===== config.mk =====
export PLATFORM = sky130hd
export DESIGN_NAME = axi4_stream_slave_rx
export DESIGN_NICKNAME = d
export VERILOG_FILES = /design/src/rtl/axi4_stream_slave_rx.sv
export SDC_FILE = /design/constraint.sdc
export NUM_CORES = 1
export LEC_CHECK = 0
export ABC_AREA = 1
export BUFFER_PORTS_ARGS = -buffer_cell sky130_fd_sc_hd__buf_2
export CELL_PAD_IN_SITES_DETAIL_PLACEMENT = 1
export CELL_PAD_IN_SITES_GLOBAL_PLACEMENT = 1
export CORE_MARGIN = 1.5
export CORE_UTILIZATION = 34
export CTS_BUF_LIST = sky130_fd_sc_hd__clkbuf_4
export CTS_CLUSTER_SIZE = 20
export DETAILED_ROUTE_END_ITERATION = 8
export MAX_ROUTING_LAYER = met4
export PLACE_DENSITY_LB_ADDON = 0.1
export SYNTH_ARGS = -nofsm -noshare
export SYNTH_HDL_FRONTEND = slang
export SYNTH_SLANG_ARGS = --single-unit

===== constraint.sdc =====
create_clock -name clk -period 5.9 [get_ports clk]
set_input_delay 0.885 -clock clk [delete_from_list [all_inputs] [get_ports clk]]
set_output_delay 0.885 -clock clk [all_outputs]
set_load 0.02 [all_outputs]

===== src/rtl/axi4_stream_slave_rx.sv =====
// AXI4-Stream receive stage: beats go to the data FIFO as {keep_code, tdata}, one descriptor per packet.
// Optional statistics counters are built when AXIS_RX_STATS_EN is defined.
module axi4_stream_slave_rx #(
  parameter int DATABUSWIDTH  = 16,
  parameter int TDESTWIDTH    = 2,
  parameter int FIFODATAWIDTH = 132,
  parameter int DESCWIDTH     = 16
) (
  input  logic                       clk,
  input  logic                       reset,
  input  logic                       s_axis_tvalid,
  output logic                       s_axis_tready,
  input  logic [DATABUSWIDTH*8-1:0]  s_axis_tdata,
  input  logic [DATABUSWIDTH-1:0]    s_axis_tkeep,
  input  logic                       s_axis_tlast,
  input  logic [TDESTWIDTH-1:0]      s_axis_tdest,
  output logic [FIFODATAWIDTH-1:0]   fifo1_din,
  output logic                       fifo1_wr_en,
  input  logic                       fifo1_full_flag,
  input  logic                       fifo1_prog_full_flag,
  output logic [DESCWIDTH-1:0]       desc_din,
  output logic                       desc_wr_en,
  input  logic                       desc_full_flag,
  output logic [15:0]                pkt_count,
  output logic [15:0]                err_count
);

  typedef enum logic [1:0] {IDLE, RECV, CLOSE} state_t;

  localparam logic [10:0] LEN_LIMIT = 11'd1024;

  state_t                  state;
  logic [10:0]             len_q;
  logic [TDESTWIDTH-1:0]   dest_q;
  logic                    first_q;
  logic                    err_q;
  logic                    wr_q;

  logic                    accept;
  logic                    wr_err;
  logic [3:0]              code;
  logic [2:0]              inc;
  logic                    keep_err;
  logic                    dest_err;
  logic [10:0]             len_base;
  logic [10:0]             len_sum;
  logic                    over;

  // tready has no path from tvalid: only state and the downstream flags.
  assign s_axis_tready = (state == RECV) & ~fifo1_prog_full_flag & ~desc_full_flag;
  assign accept        = s_axis_tvalid & s_axis_tready;

  // The pending write is squashed by a full data FIFO in the write cycle itself.
  assign fifo1_wr_en = wr_q & ~fifo1_full_flag;
  assign wr_err      = wr_q & fifo1_full_flag;

  // NOTE: every always_comb output gets a default first so no latch is inferred.
  always_comb begin
    code     = 4'b1111;
    inc      = 3'd4;
    keep_err = 1'b0;
    if (s_axis_tkeep == 16'h00FF) begin
      code     = 4'b0011;
      inc      = 3'd2;
      keep_err = ~s_axis_tlast;
    end else if (s_axis_tkeep != 16'hFFFF) begin
      keep_err = 1'b1;
    end
    len_base = first_q ? 11'd0 : len_q;
    len_sum  = len_base + {8'd0, inc};
    over     = (len_sum > LEN_LIMIT);
    dest_err = ~first_q & (s_axis_tdest != dest_q);
  end

  // NOTE: sequential state uses non-blocking assignments so every register samples pre-edge values.
  always_ff @(posedge clk or posedge reset) begin
    if (reset) begin
      state      <= IDLE;
      len_q      <= '0;
      dest_q     <= '0;
      first_q    <= 1'b1;
      err_q      <= 1'b0;
      wr_q       <= 1'b0;
      fifo1_din  <= '0;
      desc_wr_en <= 1'b0;
      desc_din   <= '0;
    end else begin
      wr_q       <= 1'b0;
      desc_wr_en <= 1'b0;
      if (wr_err) err_q <= 1'b1;

      case (state)
        IDLE: state <= RECV;

        RECV: begin
          if (accept) begin
            first_q <= 1'b0;
            if (first_q) dest_q <= s_axis_tdest;
            // A beat past the 1024-dword limit is taken off the bus but never written.
            if (!over) begin
              len_q     <= len_sum;
              wr_q      <= 1'b1;
              fifo1_din <= {code, s_axis_tdata};
            end
            if (keep_err | dest_err | over) err_q <= 1'b1;
            if (s_axis_tlast) state <= CLOSE;
          end
        end

        CLOSE: begin
          // The last beat's write happens this cycle, so its full-flag error is folded in here.
          desc_wr_en <= 1'b1;
          desc_din   <= {err_q | wr_err, 2'b00, dest_q[1], 1'b0, dest_q[0], len_q[9:0]};
          err_q      <= 1'b0;
          first_q    <= 1'b1;
          state      <= RECV;
        end

        default: state <= IDLE;
      endcase
    end
  end

`ifdef AXIS_RX_STATS_EN
  always_ff @(posedge clk or posedge reset) begin
    if (reset) begin
      pkt_count <= '0;
      err_count <= '0;
    end else if (desc_wr_en) begin
      pkt_count <= pkt_count + 16'd1;
      if (desc_din[DESCWIDTH-1]) err_count <= err_count + 16'd1;
    end
  end
`else
  assign pkt_count = '0;
  assign err_count = '0;
`endif

endmodule


# == After elaboration in Yosys (flattened, before gate mapping) ==
# Cells that the tools add are included.
# totals
register_bits,164
wordCells,58
inputBits,153
out_inout_bits,183
# classes
n_mux,18
reduce_logical,7
bitwise,15
add_sub_neg,1
order_cmp,1
n_eq_ne,7
# ops
op,n
16-bit by 8-bit equality test with 1-bit output (second input constant),1
16-bit != test (second input constant),1
11-bit by 3-bit adder with 11-bit output,1
11-bit > comparator (second input constant),1
11-bit two-way mux,1
1-bit two-way mux,10
1-bit AND,6
1-bit inverter,6
3-bit AND reduction,2
2-bit two-way mux,2
4-bit two-way mux,1
2-bit != test (second input constant),2
1-bit one-hot mux with 2 select lines,2
2-bit one-hot mux with 2 select lines,1
2-bit AND reduction,2
3-bit two-way mux,1
1-bit OR,3
2-bit by 1-bit equality test with 1-bit output (second input constant),1
2-bit equality test (second input constant),1
2-bit logical NOT,1
2-bit != test,1
2-bit nonzero test,1
2-bit OR reduction,1

# == Depth between registers and ports, before layout ==
# depth
ltp_word,8
ltp_mapped,20

# == Worst setup path after synthesis ==
# Ideal clock, no wire load.
# synth_path
kind,input to register
startpoint,in s_axis_tkeep[5]
endpoint,reg fifo1_din[10]
n_path_buf,2
stages,19
setup_ns,0.116
t_arrival_ns,3.160
slack_ns,2.624
cell_sequence,nand4_1 or2_2 nor3_1 inv_1 fa_1 nand2_1 nor2_4 nand2_1 nand2_1 nand3_1 nor2_1 nand3_1 nand2_1 nand2_2 inv_2 buf_4 buf_4 nand2_1 nand2_1
# synth_via
elab_chain_cells,6
# synth_lines
element,line,text
"start, declared",14,"input logic [DATABUSWIDTH-1:0] s_axis_tkeep,"
16-bit by 8-bit equality test with 1-bit output,62,if (s_axis_tkeep == 16'h00FF) begin
3-bit two-way mux,62,
11-bit by 3-bit adder with 11-bit output,70,"len_sum = len_base + {8'd0, inc};"
11-bit > comparator,71,over = (len_sum > LEN_LIMIT);
1-bit inverter (no line),-,
3-bit AND reduction (no line),-,
"end signal, assigned",103,"fifo1_din <= {code, s_axis_tdata};"
"end, declared",17,"output logic [FIFODATAWIDTH-1:0] fifo1_din,"
# No other way between the ends.
# A chain may end at the register's enable or synchronous reset.

# == Final worst setup path ==
# layout_path
startpoint,in s_axis_tkeep[5]
endpoint,reg fifo1_din[110]
# Same word-level chain as after synthesis.

==> results.txt <==
----------------------------------------------------
[Run status]
  Status ... finished clean

[Job]
  Number of max-cap violations ... 0

[Yosys]
  Share of synthesized area occupied by flip-flops and latches ... 0.591
  Synth Cell Area ... 6870 sq um
  Mean area per synthesized cell ... 8.52 sq um
  Synthesis-stage register bit count ... 162
  Yosys warning total ... 0
  Number of instances in the synthesized netlist ... 806
  Number of different library cells in the post-synthesis netlist ... 28

[Detailed routing]
  DRC violation count after routing ... 0
  DR iter-0 viols ... 233
  Number of antenna-violating nets in the routed design ... 0
  Wire length per cell after detailed routing ... 14.9 um
  Wire length reported by the detailed router ... 20.7 mm
  Iteration count of the initial detailed-routing pass ... 4
  Total via count in the routed design ... 6029
  Number of vias per cell after detailed routing ... 4.36

[Place]
  Total cell area at the placement stage ... 8430 sq um
  Estimated wirelength of the detail-placed design ... 15.1 mm
  Final RePlAce weighted congestion ... 0.790
  Worst slack after detailed placement ... 1780 ps
  Number of buffers inserted by port buffering ... 300

[GRT]
  Initial antenna violation count ... 8
  Vias in the first global route ... 6350
  Largest net degree at the start of global routing ... 71
  Total track usage ... 0.208
  Global-route wire length before repair ... 33.5 mm
  Overflow left after global routing ... 0

[Worst setup path]
  Worst r2r src ... first_q$_DFFE_PP1P_
  FF-to-FF setup slack ... 2750 ps
  Maximum fanout along the worst path ... 37
  Type of the worst setup path ... input pin to flip-flop
  Kind of start point of the critical path ... input pin
  Data arrival time of the critical path ... 4010 ps
  Crit. End Element ... flip-flop
  Data required time of the critical path ... 6400 ps
  CP Launch Point ... s_axis_tkeep[5]

[Power]
  VDD IR max ... 0.235 mV
  Areal power density over the cells ... 518 nW/um^2
  Static leakage power ... 5.08 nW

[Clock network]
  Setup fix buffers added after clock tree synthesis ... 0
  TritonCTS clock tree ... yes
  TritonCTS Sinks ... 162
  Hold Buf Count CTS ... 0
  Deepest clock path buffer count ... 2
  Register clock-pin slew on the reported worst setup and hold paths ... 140 ps
  Clock latency on the worst-skew pair ... 560 ps
  Clock root cell ... sky130_fd_sc_hd__clkbuf_4
  Cells resized by post-CTS repair ... 0
  Number of CTS-inserted buffers ... 17
  H-Tree Depth ... 4

[Final layout]
  Multi-input logic area ... 2360 sq um
  Share of post-route cells with drive strength above 1 ... 0.316
  Number of nets at the end of the flow ... 1255
  Area taken by flip-flops and latches ... 4060 sq um
  Area Overhead vs Synth ... 27.0%
  Fin util ... 0.443
  Filler cell count in the final layout ... 2528
  Finished Cell Area ... 8720 sq um

[Timing]
  Final Hold Slack ... 409 ps
  Final Slew Violations ... 0
  Remaining max-slew budget at the tightest pin ... 0.477
  Tcrit/Tclk final ... 0.595
  Total count of hold-check failures in the final report ... 0
  Setup total negative slack ... 0 ps
  Slew of the pin with the lowest slew margin ... 785 ps
  Final setup skew ... 19.1 ps
  Maximum clock frequency ... 285 MHz
  Min setup slack post-route ... 2390 ps
  Post-route minimum period ... 3510 ps
  Unrepaired setup endpoints after global routing ... no
  Final setup violation count ... 0

[Floorplanning]
  Die H ... 145 um
  Starting density of the core ... 0.349
  Standard-cell rows ... 51
  Area of the core region ... 19700 sq um
  Die Wd ... 145 um
  I/O pin count ... 336
  Area of the die ... 21100 sq um

[Min path]
  Hold crit path type ... input pin to async pin

----------------------------------------------------
cell usage in the layout, fill, tap and decap left out:
master / n
sky130_fd_sc_hd__a21oi_1: 6
sky130_fd_sc_hd__clkinv_2: 2
sky130_fd_sc_hd__buf_12: 1
sky130_fd_sc_hd__diode_2: 8
sky130_fd_sc_hd__clkbuf_4: 17
sky130_fd_sc_hd__nand4_1: 6
sky130_fd_sc_hd__nand2_2: 2
sky130_fd_sc_hd__nand3_2: 1
sky130_fd_sc_hd__inv_1: 26
sky130_fd_sc_hd__fa_1: 1
sky130_fd_sc_hd__clkinv_4: 4
sky130_fd_sc_hd__inv_6: 4
sky130_fd_sc_hd__nor2_4: 1
sky130_fd_sc_hd__bufinv_16: 1
sky130_fd_sc_hd__conb_1: 35
sky130_fd_sc_hd__inv_8: 1
sky130_fd_sc_hd__buf_4: 6
sky130_fd_sc_hd__dfstp_2: 1
sky130_fd_sc_hd__xnor2_1: 2
sky130_fd_sc_hd__inv_4: 1
sky130_fd_sc_hd__o21bai_1: 1
sky130_fd_sc_hd__inv_2: 1
sky130_fd_sc_hd__nand2_1: 456
sky130_fd_sc_hd__nor2_2: 1
sky130_fd_sc_hd__o21ai_0: 25
sky130_fd_sc_hd__or2_1: 1
sky130_fd_sc_hd__nor3_1: 3
sky130_fd_sc_hd__clkinvlp_4: 2
sky130_fd_sc_hd__or2_2: 1
sky130_fd_sc_hd__ha_1: 5
sky130_fd_sc_hd__clkinv_1: 3
sky130_fd_sc_hd__nor2_1: 20
sky130_fd_sc_hd__nand2_4: 1
sky130_fd_sc_hd__buf_2: 300
sky130_fd_sc_hd__dfrtp_1: 161
sky130_fd_sc_hd__nand3_1: 8
sky130_fd_sc_hd__mux2_2: 2
registers in the layout (all words and copies together) (netlist names):
name,cells
desc_wr_en,1
desc_din,13
len_q,11
err_q,1
wr_q,1
fifo1_din,130
first_q,1
state,2
dest_q,2
area by class of cell:
cell class	instances	share of cell area
tap	265	0.0380
timing repair buffer	307	0.180
antenna	8	0.00230
clock inverter	15	0.0155
inverter	30	0.0138
clock buffer	17	0.0146
sequential	162	0.465
multi-input combinational	578	0.271
critical path, stage by stage:
cell and delay, ps:
sky130_fd_sc_hd__buf_2 80, sky130_fd_sc_hd__nand4_1 80, sky130_fd_sc_hd__or2_2 310, sky130_fd_sc_hd__nor3_1 290
sky130_fd_sc_hd__inv_1 140, sky130_fd_sc_hd__fa_1 490, sky130_fd_sc_hd__nand2_1 150, sky130_fd_sc_hd__o21ai_0 100
sky130_fd_sc_hd__nand2_1 70, sky130_fd_sc_hd__nand2_1 60, sky130_fd_sc_hd__nor2_1 100, sky130_fd_sc_hd__nand3_1 80
sky130_fd_sc_hd__nand2_1 120, sky130_fd_sc_hd__nand2_4 120, sky130_fd_sc_hd__inv_4 350, sky130_fd_sc_hd__buf_4 370
sky130_fd_sc_hd__nand2_1 110, sky130_fd_sc_hd__nand2_1 90
Yosys cell counts:
library cell               count  share of area
sky130_fd_sc_hd__inv_1        27          0.015
sky130_fd_sc_hd__nor2_4        1         0.0016
sky130_fd_sc_hd__nor3_1        3         0.0022
sky130_fd_sc_hd__xnor2_1       2         0.0026
sky130_fd_sc_hd__nor2_2        1        0.00091
sky130_fd_sc_hd__nand3_2       1         0.0015
sky130_fd_sc_hd__dfstp_2       1         0.0038
sky130_fd_sc_hd__o21bai_1      1         0.0011
sky130_fd_sc_hd__clkbuf_1      8         0.0044
sky130_fd_sc_hd__nand2_1     456           0.25
sky130_fd_sc_hd__o21ai_0      25          0.018
sky130_fd_sc_hd__a21oi_1       6         0.0044
sky130_fd_sc_hd__nand2_2       3         0.0027
sky130_fd_sc_hd__inv_2         2         0.0011
sky130_fd_sc_hd__ha_1          5         0.0091
sky130_fd_sc_hd__nand4_1       6         0.0055
sky130_fd_sc_hd__buf_2        13         0.0095
sky130_fd_sc_hd__conb_1        1        0.00055
sky130_fd_sc_hd__nand3_1       8         0.0058
sky130_fd_sc_hd__clkinv_1      1        0.00055
sky130_fd_sc_hd__or2_2         1        0.00091
sky130_fd_sc_hd__dfrtp_1     161           0.59
sky130_fd_sc_hd__fa_1          1         0.0029
sky130_fd_sc_hd__buf_4        47          0.051
sky130_fd_sc_hd__mux2_2        2         0.0033
sky130_fd_sc_hd__nor2_1       20          0.011
sky130_fd_sc_hd__or2_1         1        0.00091
sky130_fd_sc_hd__buf_6         2         0.0033
stage by stage:
stage / instances / power, W
global placement: 1342 / 0.00389
floorplan: 840 / 0.00315
finish: 1382 / 0.00451
global route: 1382 / 0.00487
detailed placement: 1342 / 0.00393
CTS: 1374 / 0.00459
routing by layer:
layer	share of wire	wire length (um)	vias to the layer above	global-route usage
met2	0.49	10000	194	0.336
met4	0.017	360	0	0.0704
met3	0.073	1510	25	0.0720
met1	0.42	8740	2843	0.242
li1	-	-	2967	-
met5	0	0	-	-
worst paths after layout:
check                                             end  cells past startpoint
setup / recovery           fifo1_din[110]$_DFFE_PP0P_                     18
min in group clk              desc_din[4]$_DFFE_PP0P_                      2
hold reg to reg               desc_din[4]$_DFFE_PP0P_                      2
max in group asynchronous   fifo1_din[83]$_DFFE_PP0P_                      3
hold / removal               fifo1_din[7]$_DFFE_PP0P_                      2
setup reg to reg           fifo1_din[110]$_DFFE_PP0P_                     15
where the power goes:
part | internal [W] | leakage [nW] | total [W] | switching [W]
Combinational | 0.000639 | 2.91 | 0.00198 | 0.00134
Sequential | 0.00161 | 2.04 | 0.00189 | 0.000283
Clock | 0.000214 | 0.140 | 0.000637 | 0.000423
kinds of logic (layout without fill, tap and decap cells):
| group | count (synthesis) | count (layout) | synth area share |
|---|---|---|---|
| mux | 2 | 2 | 0.00328 |
| xor+xnor | 2 | 2 | 0.00255 |
| fa+ha+maj | 6 | 6 | 0.0120 |
| simple gates | 501 | 501 | 0.282 |
| other cells | 1 | 43 | 0.000546 |
| compound gates | 32 | 32 | 0.0237 |
| flops | 162 | 162 | 0.591 |
| buf+inv | 100 | 369 | 0.0849 |
Power figures use the tool's default switching activity.
